[src/rtl/ram_reader_pkg.sv]
// Shared types and constants for the RAM burst reader: FSM encoding and
// the depth of the output buffer that absorbs RAM read latency.
package ram_reader_pkg;

  typedef enum logic [1:0] {
    ST_IDLE  = 2'd0,
    ST_RUN   = 2'd1,
    ST_DRAIN = 2'd2
  } state_t;

  localparam int FIFO_DEPTH = 2;
  localparam int FIFO_CNT_W = $clog2(FIFO_DEPTH + 1);

endpackage

[src/rtl/skid_fifo.sv]
// Two-entry buffer between the synchronous RAM read port and the output
// stream; head is presented combinationally and holds until popped.
module skid_fifo
  import ram_reader_pkg::*;
#(
  parameter int RAM_WIDTH = 8
) (
  input  logic                  clk,
  input  logic                  rst_n,
  input  logic                  push,
  input  logic [RAM_WIDTH-1:0]  push_data,
  input  logic                  pop,
  output logic [RAM_WIDTH-1:0]  head,
  output logic [FIFO_CNT_W-1:0] count
);

  localparam int PTR_W = $clog2(FIFO_DEPTH);

  logic [RAM_WIDTH-1:0] mem [FIFO_DEPTH];
  logic [PTR_W-1:0]     wr_ptr;
  logic [PTR_W-1:0]     rd_ptr;
  logic                 push_ok;
  logic                 pop_ok;

  // Guards keep the pointers consistent even if a caller misbehaves.
  assign push_ok = push && (count < FIFO_CNT_W'(FIFO_DEPTH));
  assign pop_ok  = pop && (count != '0);
  assign head    = mem[rd_ptr];

  always_ff @(posedge clk or negedge rst_n) begin
    if (!rst_n) begin
      for (int i = 0; i < FIFO_DEPTH; i++) mem[i] <= '0;
      wr_ptr <= '0;
      rd_ptr <= '0;
      count  <= '0;
    end else begin
      if (push_ok) begin
        mem[wr_ptr] <= push_data;
        wr_ptr      <= wr_ptr + PTR_W'(1);
      end
      if (pop_ok) rd_ptr <= rd_ptr + PTR_W'(1);
      count <= count + FIFO_CNT_W'(push_ok) - FIFO_CNT_W'(pop_ok);
    end
  end

endmodule

[src/rtl/ram_reader.sv]
// Burst reader: walks a synchronous RAM from base_addr for length words
// (optionally looping) and streams the data out through a 2-entry FIFO.
module ram_reader
  import ram_reader_pkg::*;
#(
  parameter int RAM_WIDTH     = 8,
  parameter int RAM_ADDR_BITS = 4
) (
  input  logic                     clk,
  input  logic                     rst_n,
  input  logic                     start,
  input  logic                     abort,
  input  logic [RAM_ADDR_BITS-1:0] base_addr,
  input  logic [RAM_ADDR_BITS:0]   length,
  input  logic                     loop_en,
  output logic [RAM_ADDR_BITS-1:0] r_addr,
  input  logic [RAM_WIDTH-1:0]     r_data,
  output logic [RAM_WIDTH-1:0]     m_data,
  output logic                     m_valid,
  input  logic                     m_ready,
  output logic                     busy,
  output logic                     done,
  output logic [1:0]               dbg_state
);

  localparam int AW = RAM_ADDR_BITS;
  localparam int CW = RAM_ADDR_BITS + 1;

  state_t                state, state_nxt;
  logic [AW-1:0]         base_q;
  logic [CW-1:0]         len_q;
  logic                  loop_q;
  logic [CW-1:0]         issued;
  logic                  in_flight;
  logic [FIFO_CNT_W-1:0] fifo_count;
  logic                  pop;
  logic [2:0]            occ;
  logic                  rd_issue;
  logic                  last_read;
  logic                  drain_empty;
  logic                  accept;
  logic                  done_nxt;

  // Stream handshake: m_valid is high whenever a word is buffered, m_data is
  // held while m_valid && !m_ready, and a word transfers on a rising edge
  // with m_valid && m_ready both high.
  assign m_valid = (fifo_count != '0);
  assign pop     = m_valid && m_ready;

  // Occupancy counts this cycle's pop so a steady stream never bubbles.
  assign occ         = 3'(fifo_count) + 3'(in_flight) - 3'(pop);
  assign last_read   = ((issued + CW'(1)) == len_q);
  assign drain_empty = !in_flight &&
                       ((fifo_count == '0) || ((fifo_count == FIFO_CNT_W'(1)) && pop));
  assign accept      = (state == ST_IDLE) && start && (length != '0);
  assign dbg_state   = state;

  always_ff @(posedge clk or negedge rst_n) begin
    if (!rst_n) state <= ST_IDLE;
    else        state <= state_nxt;
  end

  always_comb begin
    state_nxt = state;
    case (state)
      ST_IDLE:  if (accept) state_nxt = ST_RUN;
      ST_RUN: begin
        if (abort)                                 state_nxt = ST_DRAIN;
        else if (rd_issue && last_read && !loop_q) state_nxt = ST_DRAIN;
      end
      ST_DRAIN: if (drain_empty) state_nxt = ST_IDLE;
      default:  state_nxt = ST_IDLE;
    endcase
  end

  always_comb begin
    busy     = (state != ST_IDLE);
    rd_issue = (state == ST_RUN) && !abort && (occ < 3'd2);
    done_nxt = ((state == ST_IDLE) && start && (length == '0)) ||
               ((state == ST_DRAIN) && drain_empty);
  end

  always_ff @(posedge clk or negedge rst_n) begin
    if (!rst_n) begin
      base_q    <= '0;
      len_q     <= '0;
      loop_q    <= 1'b0;
      issued    <= '0;
      r_addr    <= '0;
      in_flight <= 1'b0;
      done      <= 1'b0;
    end else begin
      in_flight <= rd_issue;
      done      <= done_nxt;
      if (accept) begin
        base_q <= base_addr;
        len_q  <= length;
        loop_q <= loop_en;
        r_addr <= base_addr;
        issued <= '0;
      end else if (rd_issue) begin
        // Looping reloads the base on the final read so the next cycle reads on.
        if (last_read && loop_q) begin
          issued <= '0;
          r_addr <= base_q;
        end else begin
          issued <= issued + CW'(1);
          r_addr <= r_addr + AW'(1);
        end
      end
    end
  end

  skid_fifo #(.RAM_WIDTH(RAM_WIDTH)) u_fifo (
    .clk       (clk),
    .rst_n     (rst_n),
    .push      (in_flight),
    .push_data (r_data),
    .pop       (pop),
    .head      (m_data),
    .count     (fifo_count)
  );

endmodule

[config.mk]
export PLATFORM = sky130hd
export DESIGN_NAME = ram_reader
export DESIGN_NICKNAME = d
export VERILOG_FILES = /design/src/rtl/ram_reader_pkg.sv /design/src/rtl/skid_fifo.sv /design/src/rtl/ram_reader.sv
export SDC_FILE = /design/constraint.sdc
export NUM_CORES = 1
export LEC_CHECK = 0
export CAP_MARGIN = 20
export CORE_MARGIN = 4
export CORE_UTILIZATION = 55
export CTS_CLUSTER_DIAMETER = 50
export DETAILED_ROUTE_END_ITERATION = 16
export PLACE_DENSITY = 0.8
export SLEW_MARGIN = 20
export SYNTH_ARGS = -nofsm -noshare
export SYNTH_HDL_FRONTEND = slang
export SYNTH_SLANG_ARGS = --single-unit
[constraint.sdc]
create_clock -name clk -period 4.9 [get_ports clk]
set_clock_uncertainty 0.1 [all_clocks]
set_input_delay 0.98 -clock clk [delete_from_list [all_inputs] [get_ports clk]]
set_output_delay 0.98 -clock clk [all_outputs]
set_load 0.01 [all_outputs]
# Yosys cells after proc, flatten, opt, wreduce, memory -nomap -nowiden
# Index checks and enable logic that the tools add are counted.
# totals
ff_bits	43
out_inout_bits	17
elab_cells	80
# classes
eq_ne	7
muxes	17
n_bitwise	2
n_reduce_logical	28
n_addsub	8
magnitude_cmp	5
# op_table
op	n
2-to-1 mux 8 bit	4
bitwise mux 16 bit	1
logical AND 1 bit	15
2-to-1 mux 5 bit	3
2-to-1 mux 4 bit	3
demux 8 bit (select 1 bit)	1
2-to-1 mux 2 bit	4
case mux 2 bit (3 select lines)	1
nonzero test 2 bit	3
adder 5 x 1 -> 5 bit (second input constant)	1
equality test 5 bit	1
zero test 5 bit	1
nonzero test 5 bit	1
adder 4 x 1 -> 4 bit (second input constant)	1
equality test 2 x 1 -> 1 bit (second input constant)	2
>= comparator 2 bit (second input constant)	2
zero test 2 bit	2
!= test 2 bit (second input constant)	2
inverter 1 -> 2 bit	2
adder 2 x 1 -> 3 bit	1
zero test 1 bit	3
< comparator 3 x 2 -> 1 bit (second input constant)	1
!= test 3 bit (second input constant)	1
AND reduction 3 bit	1
8 further kinds	10

# Longest topological paths before layout
# Gate-level depths: netlist (run 1).
# logic_depth
word_depth	10
ltp_mapped	12
mapped_depth_nobuf	12

# Modules after synthesis
# A second synthesis (run 1) with hierarchy kept.
# hier_totals
hier_cells	192
hier_area_um2	2168.3
# by_module_without_submodules
mod	seq_area_each_um2	cells_per_inst	area_each_um2	instances
ram_reader	575.6	132	1262.5	1
skid_fifo	500.5	60	905.9	1

# Worst setup path before layout (run 1)
# No wires, ideal clock.
# synth_timing
path_type	input -> register
start	in m_ready
end	reg state[0], in the netlist dbg_state[0]
setup_ns	0.120
path_slack_ns	1.409
t_arrival_ns	3.272
stages	12
path_cell_list	inv_1 a21oi_1 ha_1 inv_1 nand2_1 fa_1 xor2_1 or4b_4 buf_6 nor4_2 a21oi_1 a31o_1
# synth_between
elab_chain_len	8
word_cells_on_any_way	12
cone_classes	add/sub: 1; order compare: 1; eq/ne: 2; reduce/logical: 8
# synth_rtl
element	line_no	source
start: declaration	ram_reader.sv:20	input logic m_ready,
logical AND 1 bit *	ram_reader.sv:48	assign pop = m_valid && m_ready;
subtractor 3 x 1 -> 3 bit	ram_reader.sv:51	assign occ = 3'(fifo_count) + 3'(in_flight) - 3'(pop);
< comparator 3 x 2 -> 1 bit	ram_reader.sv:78	rd_issue = (state == ST_RUN) && !abort && (occ < 3'd2);
logical AND 1 bit	ram_reader.sv:78	
logical AND 1 bit (2 in series)	ram_reader.sv:69	else if (rd_issue && last_read && !loop_q) state_nxt = ST_DRAIN;
!= test 3 bit (no line)	--	
AND reduction 3 bit (no line) *	--	
end signal: assignment	ram_reader.sv:60	else state <= state_nxt;
end: declaration	ram_reader.sv:29	state_t state, state_nxt;
# Mark *: on every way between the ends. The rest lies on a longest branch, timed or not.
# A chain may end at the register's enable or synchronous reset.

# Final worst setup path (run 1)
# Same ends and word-level chain as after synthesis.

==> results of run 1 <==
[area by class of cell]
type	instances	area [sq um]	share of cell area
clock buffer	7	76.3	0.0286
clock inverter	1	5.00	0.00188
inverter	8	30.0	0.0113
multi-input combinational	132	1030	0.385
sequential	43	1080	0.404
tap	48	60.1	0.0225
timing repair buffer	40	393	0.147
[power by group]
| part | internal [uW] | total, uW | switching (uW) |
|---|---|---|---|
| Combinational | 402 | 702 | 299 |
| Clock | 100 | 217 | 117 |
| Sequential | 507 | 641 | 135 |
[routing by layer]
metal  vias up  part of all wire  wire length (microns)
li1        749                 -                      -
met1       781              0.40                   1740
met2        47              0.51                   2210
met3        18             0.064                    281
met4         0             0.032                    141
met5         -                 0                      0
[stage by stage]
stage	cells	hold slack, ns	util	worst slack [ns]
finish	279	0.392	0.712	1.15
global route	279	0.407	0.712	0.993
CTS	279	0.397	0.712	1.13
detailed placement	271	0.373	0.691	0.816
global placement	271	0.368	0.691	0.924
floorplan	189	0.345	-	1.41
[kinds of logic after synthesis]
kind of cell,after synthesis
AND/OR/NAND/NOR,62
flip-flops,43
AO/OA/AOI/OAI,27
multiplexers,24
buffers and inverters,14
XOR/XNOR,13
adder cells (fa/ha/maj),6
[worst max-delay path by stage]
stage | from | end | slack [ns] | depth (start not counted)
4_1_cts | m_ready | dbg_state[0]$_DFFE_PN0P_ | 1.13 | 12
6_report | m_ready | dbg_state[0]$_DFFE_PN0P_ | 1.15 | 12
3_5_place_dp | m_ready | dbg_state[0]$_DFFE_PN0P_ | 0.82 | 12
5_1_grt | m_ready | r_addr[3]$_DFFE_PN0P_ | 0.99 | 13
2_1_floorplan | m_ready | dbg_state[0]$_DFFE_PN0P_ | 1.41 | 12
3_3_place_gp | m_ready | dbg_state[0]$_DFFE_PN0P_ | 0.92 | 12
[cells in the final DEF, fill, tap and decap left out, drive strengths merged, types with 5 or more instances in the layout]
cell	instances
dfrtp	43
clkdlybuf4s50	38
nand2	25
mux2	24
nor2	10
xor2	8
inv	8
clkbuf	7
nand3	6
ha	5
[flip-flops by register name (all words and copies together) (netlist names)]
signal / count
in_flight: 1
base_q: 4
dbg_state: 2
done: 1
u_fifo.wr_ptr: 1
r_addr: 4
u_fifo.rd_ptr: 1
u_fifo.count: 2
len_q: 5
loop_q: 1
issued: 5
u_fifo.mem: 16
[worst reg2reg max path, stage by stage, from the launching register on]
cell	delay, ns
dfrtp_1	0.45
inv_1	0.11
a21oi_1	0.23
ha_1	0.27
inv_1	0.07
nand2_1	0.07
fa_1	0.38
xor2_1	0.15
or4b_4	0.57
nor4_2	0.28
a21oi_1	0.13
a31o_1	0.26
==> impl_metrics.json, run 1 <==
{
  "root_buffer": "clkbuf_8",
  "wl_per_cell_microns": 15.7,
  "tightest_slew_ns": 0.926,
  "vias_per_cell": 5.72,
  "fin_nets": 259,
  "r2r_start": "u_fifo.count[1]$_DFF_PN0_",
  "gr-usage-met2": 0.331,
  "start_util": 0.581,
  "postCtsSetupBuffers": 0,
  "grt_overflow": 0,
  "r2r-end": "dbg_state[0]$_DFFE_PN0P_",
  "dieArea_sq_mm": 0.00502,
  "ctsHoldBuffers": 0,
  "grt_max_degree": 44,
  "synthMuxAreaShare": 0.124,
  "dieWidth_microns": 70.9,
  "cap_violations": 0,
  "netlist-cell-type-count": 50,
  "setup_tns_ns": 0,
  "synthXorXnorAreaFrac": 0.0593,
  "pwr_density_cell_mw_per_mm2": 585,
  "clk_latency_ns": 0.30,
  "synth_top_family_by_area": "simple AND/OR/NAND/NOR gates",
  "synth_seq_cells": 43,
  "cts_max_level": 2,
  "synth_top_area_share": 0.495,
  "fin_crit_ns": 3.75,
  "worstPathRequired_ns": 5.00,
  "drc": 0,
  "tritoncts": "built",
  "path_cells": "clkdlybuf4s50_1 > inv_1 > a21oi_1 > ha_1 > inv_1 > nand2_1 > fa_1 > xor2_1 > or4b_4 > nor4_2 > a21oi_1 > a31o_1",
  "num_antenna_cells": 0,
  "reg2regPathDepth": 11,
  "synth.area.top_cells": "dfrtp_1 (49%), mux2_2 (12%), nand2_1 (4.3%)",
  "grt_pass1_wl_microns": 7570,
  "syn_to_final_growth_pct": 22.6,
  "rows": 22,
  "finalSetupViolations": 0,
  "cts.path.max_buffers": 2,
  "port-buffer-count": 39,
  "synth_top_cell_by_area": "dfrtp_1",
  "vias": 1595,
  "cp_slowest_cell": "or4b_4",
  "seq_area_frac_synth": 0.495,
  "synth_edf_count": 0,
  "hold_viol_final": 0,
  "syn-mean-instance-area_sq_um": 11.5,
  "regToRegSetupSlack_ns": 1.73,
  "layout-drive-gt1-share": 0.182,
  "yosysMostFrequentCell": "dfrtp_1",
  "synth-simple-area-share": 0.148,
  "grtUsageMet3": 0.0540,
  "cts_buffers": 5,
  "hold_path.class": "reg -> reg",
  "first_iter_violations": 90,
  "relSlewSlack": 0.383,
  "die_y_microns": 70.9,
  "netlist_area_sq_mm": 0.00217,
  "endpoint_kind": "register",
  "final_cell_area_sq_mm": 0.00267,
  "hpwl_microns": 3260,
  "path_clk_slew_ns": 0.08,
  "async_reset_ff_frac": 1.00,
  "antenna_found_initial": 0,
  "slowest_delay_ns": 0.57,
  "p_leak_uw": 0.00120,
  "first_pass_iters": 4,
  "globalplace.congestion": 0.777,
  "synthAdderAreaFrac": 0.0380,
  "met1_usage": 0.204,
  "cp-start-kind": "input pin",
  "grt_usage": 0.189,
  "drtAntennaViolNets": 0,
  "critPathMaxFanout": 11,
  "ctsResizeCount": 0,
  "ys_top_cells_by_count": "dfrtp_1 (43), nand2_1 (25), mux2_2 (24), nor2_1 (10), xor2_1 (8)",
  "min_from": "base_q[2]$_DFFE_PN0P_",
  "dominantRegCellSynth": "dfrtp_1",
  "yosys_warnings": 0,
  "rsz0062_at_grt": "false",
  "cp_top_family": "simple AND/OR/NAND/NOR gates",
  "ir_worst_vdd_v": 0.000364,
  "cp_num_buf_inv": 3,
  "min_to": "base_q[2]$_DFFE_PN0P_",
  "io_pins": 40,
  "fill_cells": 294,
  "core_area_sq_mm": 0.00374,
  "syn_nets": 218,
  "p_total_uw": 1560,
  "synth_compound_area_frac": 0.102,
  "min_path_cells": 2,
  "crit_arrival_ns": 3.85,
  "cts.sinks": 43,
  "grt_busiest_layer": "met2",
  "routed_wl_microns": 4370,
  "slew_viol_final": 0,
  "fmax_mhz": 267,
  "period_share": 0.766,
  "status": "completed",
  "path_class": "in -> reg",
  "dpl_cell_area_sq_mm": 0.00258,
  "postSynthCellCount": 189,
  "grt_pass1_vias": 1729
}
Note: power is estimated with default switching activity, not from simulation.
==> run 2: changes to the inputs <==
CORE_UTILIZATION = 52   (was 55)
PLACE_DENSITY = 0.76   (was 0.8)
clock period = 3.6 ns   (was 4.9 ns; I/O delays follow)
==> run 2 against run 1 <==
  * Sequential cell count unchanged
  * Routed wire length rose by 3.9%
  * Critical path depth unchanged
  * Sequential power increased by 36%
  * Cell count grew 2.9%
  * Core utilization is 3.0 points lower
  * Register-to-register slack got worse by 1.3 ns
  * Global-route usage is essentially flat
  * Non-clock buffer count is 6 higher
  * Highest routed layer unchanged
==> impl_metrics.json, run 2 (synthesis results as in run 1) <==
{
  "relSlewSlack": 0.363,
  "cap_violations": 0,
  "reg2regPathDepth": 11,
  "vias_per_cell": 5.60,
  "num_antenna_cells": 0,
  "pre_cts_slack_ns": -0.181,
  "core_area_sq_mm": 0.00403,
  "ctsResizeCount": 0,
  "cts_max_level": 2,
  "routed_wl_microns": 4540,
  "rows": 23,
  "path_cells": "clkdlybuf4s50_1 > inv_1 > a21oi_1 > ha_1 > inv_1 > nand2_1 > fa_1 > xor2_1 > or4b_4 > buf_4 > a311oi_1 > o311ai_0",
  "hold_viol_final": 0,
  "die_y_microns": 72.7,
  "cts.path.max_buffers": 2,
  "grt_pass1_vias": 1718,
  "slew_viol_final": 0,
  "port-buffer-count": 39,
  "r2r_start": "u_fifo.count[1]$_DFF_PN0_",
  "ir_worst_vdd_v": 0.000532,
  "first_iter_violations": 69,
  "grt_overflow": 0,
  "io_pins": 40,
  "wl_per_cell_microns": 15.8,
  "worstPathRequired_ns": 3.65,
  "cp_slowest_cell": "or4b_4",
  "regToRegSetupSlack_ns": 0.47,
  "worstSetupEndpoint": "r_addr[0]$_DFFE_PN0P_",
  "endpoint_kind": "register",
  "critPathMaxFanout": 9,
  "final_cell_area_sq_mm": 0.00275,
  "largest_reg_flops": 16,
  "vias": 1607,
  "postCtsSetupBuffers": 0,
  "fmax_mhz": 289,
  "first_pass_iters": 4,
  "antenna_found_initial": 0,
  "clk_latency_ns": 0.30,
  "layout-drive-gt1-share": 0.211,
  "path_clk_slew_ns": 0.08,
  "drtAntennaViolNets": 0,
  "slowest_delay_ns": 0.51,
  "dieArea_sq_mm": 0.00528,
  "cts_buffers": 5,
  "cts.sinks": 43,
  "rsz0062_at_grt": "false",
  "fin_nets": 265,
  "crit_arrival_ns": 3.51,
  "dieWidth_microns": 72.7,
  "drc": 0,
  "ctsHoldBuffers": 0,
  "grt_max_degree": 44,
  "largestRegisters": "u_fifo.mem x16, issued x5, len_q x5",
  "path_class": "in -> reg",
  "hpwl_microns": 3340,
  "grt_pass1_wl_microns": 7790,
  "status": "completed",
  "fin_crit_ns": 3.46,
  "final_cell_mix": "dfrtp_1 (43), clkdlybuf4s50_1 (38), nand2_1 (25)",
  "final_common_cell": "dfrtp_1",
  "r2r-end": "r_addr[0]$_DFFE_PN0P_",
  "globalplace.congestion": 0.825,
  "period_share": 0.961,
  "cp-start-kind": "input pin",
  "finalSetupViolations": 0,
  "syn_to_final_growth_pct": 26.5,
  "tightest_slew_ns": 0.956,
  "start_util": 0.540,
  "root_buffer": "clkbuf_8",
  "cp-startpoint": "m_ready",
  "pwr_density_cell_mw_per_mm2": 823,
  "cpMostUsedCell": "inv_1",
  "dpl_cell_area_sq_mm": 0.00263,
  "regMostFlops": "u_fifo.mem",
  "tritoncts": "built",
  "hold_path.class": "reg -> reg",
  "p_leak_uw": 0.00125,
  "grt_usage": 0.189,
  "worst_slack_ns": 0.141
}
==> run 2: cell count changes in the layout (fill, tap and decap cells not counted), sizes merged <==
| cell | before | now |
|---|---|---|
| buf | 2 | 8 |
| clkbuf | 7 | 6 |
| bufinv | 0 | 1 |
==> run 2: stage by stage <==
step	hold slack [ns]	total power [uW]	cells	setup TNS [ns]	util
after CTS	0.395	2280	287	0	0.683
after global routing	0.418	2420	287	0	0.683
after floorplan	0.324	1450	189	0	-
after global placement	0.362	1830	279	0	0.653
final	0.398	2260	287	0	0.683
after detailed placement	0.375	1880	279	-0.578	0.653
==> run 2: area by class of cell <==
type / count / area [sq um]
Timing Repair Buffer: 46 / 438
Clock buffer: 6 / 82.6
Sequential cell: 43 / 1080
Multi-Input combinational cell: 132 / 1030
Tap cell: 50 / 62.6
Fill cell: 291 / 1280
Inverter: 8 / 30.0
Clock inverter: 2 / 35.0
==> run 2: how the worst min path moves through the flow <==
| stage | from | to | depth (start not counted) | slack, ns |
|---|---|---|---|---|
| 6_report | base_q[2]$_DFFE_PN0P_ | base_q[2]$_DFFE_PN0P_ | 2 | 0.40 |
| 5_1_grt | u_fifo.wr_ptr$_DFFE_PN0P_ | u_fifo.wr_ptr$_DFFE_PN0P_ | 1 | 0.42 |
| 4_1_cts | base_q[2]$_DFFE_PN0P_ | base_q[2]$_DFFE_PN0P_ | 2 | 0.40 |
| 3_5_place_dp | base_q[2]$_DFFE_PN0P_ | base_q[2]$_DFFE_PN0P_ | 2 | 0.38 |
| 3_3_place_gp | base_q[3]$_DFFE_PN0P_ | base_q[3]$_DFFE_PN0P_ | 2 | 0.36 |
| 2_1_floorplan | rst_n | base_q[0]$_DFFE_PN0P_ | 0 | 0.32 |
==> run 2: report_power, final <==
part / leakage (uW) / total (uW) / switching, uW / internal [uW]
registers: 0.000537 / 870 / 181 / 689
clock network: 0.0000612 / 397 / 173 / 225
logic: 0.000651 / 996 / 422 / 574
total: 0.00125 / 2260 / 776 / 1490
==> run 2: metal layers <==
| layer | share of wire | global-route usage | vias up |
|---|---|---|---|
| li1 | - | - | 759 |
| met1 | 0.42 | 0.235 | 807 |
| met2 | 0.52 | 0.328 | 35 |
| met3 | 0.044 | 0.0496 | 6 |
| met4 | 0.011 | 0.0492 | 0 |
| met5 | 0 | 0 | - |
==> run 2: worst max-delay path, delay by kind of cell <==
family          cells  cell delay (ns)
fa+ha+maj           2             0.64
compound gates      3             0.64
buf+inv             4             0.78
simple gates        2             0.58
xor+xnor            1             0.15
==> run 3: changes to the inputs <==
SKIP_CTS_REPAIR_TIMING = 1   (was default)
==> results of run 3 <==
Final layout, timing and power as in run 2 (identical DEF).
